==> src/rtl/vga_timing_tx_if.sv <==
// Game-logic / connector bundle of the VGA timing transmitter.
// master = timing source (vga_timing_tx), slave = game logic / display consumer.
interface vga_timing_tx_if;
    logic [29:0] rgb_in;
    logic        active_area;
    logic [9:0]  screen_x;
    logic [9:0]  screen_y;
    logic        pix_en;
    logic        frame_start;
    logic        vga_hs;
    logic        vga_vs;
    logic        vga_blank_n;
    logic        vga_sync_n;
    logic [9:0]  vga_r;
    logic [9:0]  vga_g;
    logic [9:0]  vga_b;

    modport master (
        input  rgb_in,
        output active_area, screen_x, screen_y, pix_en, frame_start,
        output vga_hs, vga_vs, vga_blank_n, vga_sync_n, vga_r, vga_g, vga_b
    );

    modport slave (
        output rgb_in,
        input  active_area, screen_x, screen_y, pix_en, frame_start,
        input  vga_hs, vga_vs, vga_blank_n, vga_sync_n, vga_r, vga_g, vga_b
    );
endinterface

==> src/rtl/vga_timing_tx.sv <==
// 640x480@60 VGA raster generator with a one-pixel registered RGB/sync output stage.
// Optional VGA_CLK_DIV2_EN: pixel strobe on every second clk (50 MHz clk -> 25 MHz pixels).
module vga_timing_tx #(
    parameter int unsigned H_ACTIVE = 640,
    parameter int unsigned H_FP     = 16,
    parameter int unsigned H_SYNC   = 96,
    parameter int unsigned H_BP     = 48,
    parameter int unsigned V_ACTIVE = 480,
    parameter int unsigned V_FP     = 10,
    parameter int unsigned V_SYNC   = 2,
    parameter int unsigned V_BP     = 33,
    parameter bit          SYNC_POL = 1'b0
) (
    input  logic             clk,
    input  logic             reset,
    vga_timing_tx_if.master  bus
);

    // Both totals must fit in the 10-bit counters (<= 1024).
    localparam int unsigned H_TOTAL = H_ACTIVE + H_FP + H_SYNC + H_BP;
    localparam int unsigned V_TOTAL = V_ACTIVE + V_FP + V_SYNC + V_BP;

    localparam logic [9:0] H_LAST     = 10'(H_TOTAL - 1);
    localparam logic [9:0] V_LAST     = 10'(V_TOTAL - 1);
    localparam logic [9:0] H_ACT      = 10'(H_ACTIVE);
    localparam logic [9:0] V_ACT      = 10'(V_ACTIVE);
    localparam logic [9:0] HS_START   = 10'(H_ACTIVE + H_FP);
    localparam logic [9:0] HS_END     = 10'(H_ACTIVE + H_FP + H_SYNC);
    localparam logic [9:0] VS_START   = 10'(V_ACTIVE + V_FP);
    localparam logic [9:0] VS_END     = 10'(V_ACTIVE + V_FP + V_SYNC);

    logic       pix_en;
    logic [9:0] h_cnt_q, h_cnt_d;
    logic [9:0] v_cnt_q, v_cnt_d;
    logic       active;
    logic       hs_raw, vs_raw;

    logic [9:0] r_q, r_d, g_q, g_d, b_q, b_d;
    logic       hs_q, hs_d, vs_q, vs_d, blank_n_q, blank_n_d;

`ifdef VGA_CLK_DIV2_EN
    logic tog_q, tog_d;

    always_comb begin
        tog_d = ~tog_q;
    end

    always_ff @(posedge clk or posedge reset) begin
        if (reset) begin
            tog_q <= 1'b0;
        end else begin
            tog_q <= tog_d;
        end
    end

    assign pix_en = tog_q;
`else
    assign pix_en = 1'b1;
`endif

    always_comb begin
        h_cnt_d = h_cnt_q;
        v_cnt_d = v_cnt_q;
        if (pix_en) begin
            if (h_cnt_q == H_LAST) begin
                h_cnt_d = 10'd0;
                v_cnt_d = (v_cnt_q == V_LAST) ? 10'd0 : v_cnt_q + 10'd1;
            end else begin
                h_cnt_d = h_cnt_q + 10'd1;
            end
        end
    end

    always_comb begin
        active = (h_cnt_q < H_ACT) && (v_cnt_q < V_ACT);
        hs_raw = ((h_cnt_q >= HS_START) && (h_cnt_q < HS_END)) ? SYNC_POL : ~SYNC_POL;
        vs_raw = ((v_cnt_q >= VS_START) && (v_cnt_q < VS_END)) ? SYNC_POL : ~SYNC_POL;
    end

    // Output stage registers the pixel at the current counters, so syncs/blank are
    // delayed by the same single pixel as the RGB returned by the game logic.
    always_comb begin
        r_d       = r_q;
        g_d       = g_q;
        b_d       = b_q;
        hs_d      = hs_q;
        vs_d      = vs_q;
        blank_n_d = blank_n_q;
        if (pix_en) begin
            r_d       = active ? bus.rgb_in[29:20] : 10'd0;
            g_d       = active ? bus.rgb_in[19:10] : 10'd0;
            b_d       = active ? bus.rgb_in[9:0]   : 10'd0;
            hs_d      = hs_raw;
            vs_d      = vs_raw;
            blank_n_d = active;
        end
    end

    always_ff @(posedge clk or posedge reset) begin
        if (reset) begin
            h_cnt_q   <= 10'd0;
            v_cnt_q   <= 10'd0;
            r_q       <= 10'd0;
            g_q       <= 10'd0;
            b_q       <= 10'd0;
            hs_q      <= ~SYNC_POL;
            vs_q      <= ~SYNC_POL;
            blank_n_q <= 1'b0;
        end else begin
            h_cnt_q   <= h_cnt_d;
            v_cnt_q   <= v_cnt_d;
            r_q       <= r_d;
            g_q       <= g_d;
            b_q       <= b_d;
            hs_q      <= hs_d;
            vs_q      <= vs_d;
            blank_n_q <= blank_n_d;
        end
    end

    // Gated by reset so the strobe stays low while held in reset with pix_en tied high.
    assign bus.frame_start = pix_en && (h_cnt_q == 10'd0) && (v_cnt_q == 10'd0) && !reset;

    assign bus.pix_en      = pix_en;
    assign bus.active_area = active;
    assign bus.screen_x    = h_cnt_q;
    assign bus.screen_y    = v_cnt_q;
    assign bus.vga_hs      = hs_q;
    assign bus.vga_vs      = vs_q;
    assign bus.vga_blank_n = blank_n_q;
    assign bus.vga_sync_n  = 1'b0;
    assign bus.vga_r       = r_q;
    assign bus.vga_g       = g_q;
    assign bus.vga_b       = b_q;

endmodule

==> src/flat_wrapper.sv <==
// flat-port wrapper written by rule: the top's interface ports become plain ports
module vga_timing_tx_flat 
#(
    parameter int unsigned H_ACTIVE = 640,
    parameter int unsigned H_FP     = 16,
    parameter int unsigned H_SYNC   = 96,
    parameter int unsigned H_BP     = 48,
    parameter int unsigned V_ACTIVE = 480,
    parameter int unsigned V_FP     = 10,
    parameter int unsigned V_SYNC   = 2,
    parameter int unsigned V_BP     = 33,
    parameter bit          SYNC_POL = 1'b0
)
  (clk, reset, bus_rgb_in, bus_active_area, bus_screen_x, bus_screen_y, bus_pix_en, bus_frame_start, bus_vga_hs, bus_vga_vs, bus_vga_blank_n, bus_vga_sync_n, bus_vga_r, bus_vga_g, bus_vga_b);
  vga_timing_tx_if bus_i ();
  input  logic clk;
  input  logic reset;
  input wire logic [$bits(bus_i.rgb_in)-1:0] bus_rgb_in;
  output wire logic [$bits(bus_i.active_area)-1:0] bus_active_area;
  output wire logic [$bits(bus_i.screen_x)-1:0] bus_screen_x;
  output wire logic [$bits(bus_i.screen_y)-1:0] bus_screen_y;
  output wire logic [$bits(bus_i.pix_en)-1:0] bus_pix_en;
  output wire logic [$bits(bus_i.frame_start)-1:0] bus_frame_start;
  output wire logic [$bits(bus_i.vga_hs)-1:0] bus_vga_hs;
  output wire logic [$bits(bus_i.vga_vs)-1:0] bus_vga_vs;
  output wire logic [$bits(bus_i.vga_blank_n)-1:0] bus_vga_blank_n;
  output wire logic [$bits(bus_i.vga_sync_n)-1:0] bus_vga_sync_n;
  output wire logic [$bits(bus_i.vga_r)-1:0] bus_vga_r;
  output wire logic [$bits(bus_i.vga_g)-1:0] bus_vga_g;
  output wire logic [$bits(bus_i.vga_b)-1:0] bus_vga_b;
  assign bus_i.rgb_in = bus_rgb_in;
  assign bus_active_area = bus_i.active_area;
  assign bus_screen_x = bus_i.screen_x;
  assign bus_screen_y = bus_i.screen_y;
  assign bus_pix_en = bus_i.pix_en;
  assign bus_frame_start = bus_i.frame_start;
  assign bus_vga_hs = bus_i.vga_hs;
  assign bus_vga_vs = bus_i.vga_vs;
  assign bus_vga_blank_n = bus_i.vga_blank_n;
  assign bus_vga_sync_n = bus_i.vga_sync_n;
  assign bus_vga_r = bus_i.vga_r;
  assign bus_vga_g = bus_i.vga_g;
  assign bus_vga_b = bus_i.vga_b;
  vga_timing_tx #(.H_ACTIVE(H_ACTIVE), .H_FP(H_FP), .H_SYNC(H_SYNC), .H_BP(H_BP), .V_ACTIVE(V_ACTIVE), .V_FP(V_FP), .V_SYNC(V_SYNC), .V_BP(V_BP), .SYNC_POL(SYNC_POL)) u_core (.clk(clk), .reset(reset), .bus(bus_i));
endmodule
==> config.mk <==
export PLATFORM = sky130hd
export DESIGN_NAME = vga_timing_tx_flat
export DESIGN_NICKNAME = d
export VERILOG_FILES = /design/src/rtl/vga_timing_tx_if.sv /design/src/rtl/vga_timing_tx.sv /design/src/flat_wrapper.sv
export SDC_FILE = /design/constraint.sdc
export NUM_CORES = 1
export LEC_CHECK = 0
export ABC_AREA = 1
export CORE_ASPECT_RATIO = 0.9
export CORE_MARGIN = 4
export CORE_UTILIZATION = 47
export DETAILED_ROUTE_END_ITERATION = 10
export GPL_ROUTABILITY_DRIVEN = 1
export PLACE_DENSITY = 0.95
export SETUP_SLACK_MARGIN = 0.3
export SLEW_MARGIN = 20
export SYNTH_ARGS = -nofsm -noshare
export SYNTH_HDL_FRONTEND = slang
export SYNTH_SLANG_ARGS = --single-unit
==> constraint.sdc <==
create_clock -name clk -period 6.7 [get_ports clk]
set_input_delay 1.675 -clock clk [delete_from_list [all_inputs] [get_ports clk]]
set_output_delay 1.675 -clock clk [all_outputs]
set_load 0.05 [all_outputs]
* Word-level counts from Yosys, hierarchy flattened *
Index checks and enable logic that the tools add are counted.

word-level totals
  output and inout port bits = 57
  input bits = 32
  bits in registers = 53
  logic and storage cells = 33

cells by class
  order comparisons = 6
  equality and inequality tests = 2
  reduce and logical (&&, ||, !) cells = 8
  add/sub/neg operators = 2
  multiplexer cells = 7

operators with widths
  operator                 number
  $mux W10                 5
  $add A10 B1 Y10 const B  2
  $eq A10 B10 Y1 const B   2
  $logic_not A10 Y1        2
  $lt A10 B10 Y1 const B   2
  $lt A10 B9 Y1 const B    2
  $ge A10 B10 Y1 const B   1
  $ge A10 B9 Y1 const B    1
  $logic_and A1 B1 Y1      5
  $mux W1                  2
  $logic_not A1 Y1         1

* Logic depth before layout (Yosys ltp) *
  word-level depth = 3
  gate-level depth with buffers = 8
  mapped depth without buffers = 8

* Worst setup path before layout *
Ideal clock, no wire load.

  kind = input-to-output
  start point = in reset
  end point = out bus_frame_start
  arrival = 3.863 ns
  path slack = 1.162 ns
  cell stages on the path = 5
  data required time = 5.025 ns
  path buffers = 0
  cells stage by stage = inv_1 nand2_1 nor4_1 nand2_1 nor2_1

between the ends
  word-level cells in the longest chain between the ends = 2

RTL lines
  element                            line                  source
  from (decl)                        flat_wrapper.sv:17    input logic reset;
  $logic_not A1 Y1 (no source line)  --
  $logic_and A1 B1 Y1                vga_timing_tx.sv:122  assign bus.frame_start = pix_en && (h_cnt_q == 10'd0) && (v_cnt_q == 10'd0) && !reset;
  to (decl)                          flat_wrapper.sv:23    output wire logic [$bits(bus_i.frame_start)-1:0] bus_frame_start;

No other way between the ends.

* Final worst setup path *
Same ends and word-level chain as after synthesis.

==> reports/qor.csv <==
metric,value,unit
status,"complete, no violations",
number of different library cells in the post-synthesis netlist,26,
Worst setup SP type,input port,
Filler cells,322,
total power after layout,0.600,mW
"Setup violations, final",0,
critical-path cell list,clkdlybuf4s50_1 -> inv_2 -> nand2_1 -> nor4_1 -> nand2_1 -> nor2_1 -> clkdlybuf4s50_1,
critical path buffer and inverter count,3,
syn nets,296,
Final min period,5110,ps
RD Place Congestion,0.920,
DR vias,1928,
Crit-path slowest cell,clkdlybuf4s50_1,
gr ovfl total,0,
"Avg Cell Area, Syn",8.92,um^2
Pleak,1.61,nW
DP HPWL,3980,um
Worst-Margin Slew,630,ps
clock buffer depth,2,
core region area,4600,um^2
CTS resizes,0,
final WL,5100,um
multi-input combinational cell area,694,um^2
Max Clk Rate,196,MHz
Syn-to-layout area delta,41.6,%
CP Max Fanout,2,
vias in the first global route,1795,
FF+latch area,1330,um^2
Post-Synthesis Cell Area,2320,um^2
layout cells sized above 1,5.17,%
total CTS buffers,5,
All-Layer GR Usage,17.6,%
initial drt markers,114,
via-per-instance ratio,4.70,
worst vdd ir,0.132,mV
CTS hold repair buffers,0,
clock-pin slew on the worst setup and hold paths,90,ps
Cells after Synth,260,
die width,82.1,um
wire length per cell,12.4,um
# DRC,0,
antenna-violating nets left,0,
DRT Pass-1 Iters,6,
Top delay family on crit path,buffers and inverters,
sequential area share after synthesis,57.3,%
first-pass GRT wire length,8150,um
Fin. Hold Viols,0,
H-tree levels,2,
setup TNS,0,ps
synthesized flop and latch total,53,
PD cells,183,nW/um^2
die area,6130,um^2
RSZ-0062 raised after global routing,false,
CP peak stage delay,820,ps
WP data required,5030,ps
largest net degree at the start of global routing,54,
synth warn,0,
Starting Density,50.4,%
clk sinks,53,
I/O Buffers,86,
Post-CTS Setup Bufs,0,
initial antenna violation count,0,
fin crit share,76.3,%
clk_skew,7.18,ps
worst skew pair latency,300,ps
# rows,23,
WS Path Type,in -> out,
antenna cells,0,
max-slew violations,0,
Slew headroom,58.0,%
I/O Pins,89,
CTS root buffer,clkbuf_8,
Hold Path Class,reg -> reg,
die height,74.7,um
Final nets,383,
number of max-cap violations,0,
CTS tree,done,
CP arrival,3440,ps
Crit. End Element,output port,
## path summary, 6_finish.rpt
kind / start / endpoint / slack (ps) / cells after the start
worst max-delay path: reset / bus_frame_start / 1590 / 7
worst min-delay path: u_core.bus.screen_x[0] / u_core.bus.screen_x[0] / 530 / 1
worst max register to register: u_core.bus.screen_x[0] / u_core.bus.screen_x[9] / 4990 / 8
worst min register to register: u_core.bus.screen_x[0] / u_core.bus.screen_x[0] / 530 / 1
max in group asynchronous: reset / u_core.bus.vga_g[1] / 4410 / 3
min in group asynchronous: reset / u_core.bus.screen_x[3] / 1870 / 3
## registers in the layout, indices dropped and copies added, names as in the netlist
| name | flops |
|---|---|
| u_core.bus.screen_x | 10 |
| u_core.bus.screen_y | 10 |
| u_core.bus.vga_b | 10 |
| u_core.bus.vga_g | 10 |
| u_core.bus.vga_r | 10 |
| u_core.bus.vga_blank_n | 1 |
| u_core.bus.vga_hs | 1 |
| u_core.bus.vga_vs | 1 |
## cells in the mapped netlist, drive strengths merged
| cell type | n | area [um^2] |
|---|---|---|
| o21bai | 2 | 15.0 |
| buf | 7 | 71.3 |
| dfrtp | 51 | 1280 |
| dfstp | 2 | 52.6 |
| xor2 | 4 | 35.0 |
| ha | 4 | 50.1 |
| o21ai | 10 | 50.1 |
| nand4 | 7 | 43.8 |
| nor3 | 8 | 40.0 |
| a21oi | 2 | 10.0 |
| nor2 | 50 | 214 |
| xnor2 | 1 | 16.3 |
| nor4 | 1 | 6.26 |
| inv | 60 | 225 |
| conb | 2 | 7.51 |
| nand3 | 12 | 60.1 |
| nand2 | 36 | 140 |
| a31oi | 1 | 6.26 |
## report_power, final
part / internal [mW] / leakage, nW / switching [mW] / total (mW)
Clock: 0.0844 / 0.0455 / 0.0963 / 0.181
Combinational: 0.0348 / 0.925 / 0.0533 / 0.0881
Sequential: 0.329 / 0.644 / 0.00246 / 0.331
## worst register-to-register path, stage by stage, from the launching register on
cell and delay, ps:
dfrtp_1 420, ha_1 220, nand2_2 80, nor2_4 130
inv_2 80, nor2_8 280, inv_1 140, a21oi_1 190
nor2_1 70
## layout make-up
| type | count | share of cell area, % |
|---|---|---|
| Timing Repair Buffer | 87 | 26.4 |
| Sequential cell | 53 | 40.5 |
| Tap cell | 62 | 2.36 |
| Multi-Input combinational cell | 140 | 21.1 |
| Inverter | 60 | 6.86 |
| Clock buffer | 8 | 2.74 |
## logic make-up after synthesis
family	after synthesis	share of synthesized area (%)
other cells	2	0.324
buf+inv	67	12.8
flops	53	57.3
fa+ha+maj	4	2.16
compound gates	15	3.51
simple gates	114	21.7
xor+xnor	5	2.21
## layer usage
metal / global-route usage (%) / up-vias / part of all wire (%)
met4: 4.43 / 0 / 0.92
met5: 0 / - / 0
met3: 8.97 / 6 / 13
met1: 19.9 / 878 / 35
li1: - / 949 / -
met2: 29.6 / 95 / 51
## through the flow
stage          worst slack [ps]  hold slack, ps  instances  area, um^2  utilization (%)
6_report                   1590             525        410        3280             71.3
4_1_cts                    1570             521        410        3280             71.3
3_5_place_dp               1570             509        402        3190             69.4
2_1_floorplan              1160             766        260        2320                -
3_3_place_gp               1590             500        402        3190             69.4
5_1_grt                    1520             561        410        3280             71.3
## placed cells by master, fill, tap and decap left out, drive strengths merged
master,instances
clkdlybuf4s50,86
inv,60
dfrtp,51
nor2,50
nand2,36
nand3,12
o21ai,10
nor3,8
clkbuf,8
nand4,7
xor2,4
ha,4
o21bai,2
a21oi,2
conb,2
dfstp,2
a31oi,1
nor4,1
xnor2,1
buf,1
No activity file was read; power rests on OpenSTA's default activity.
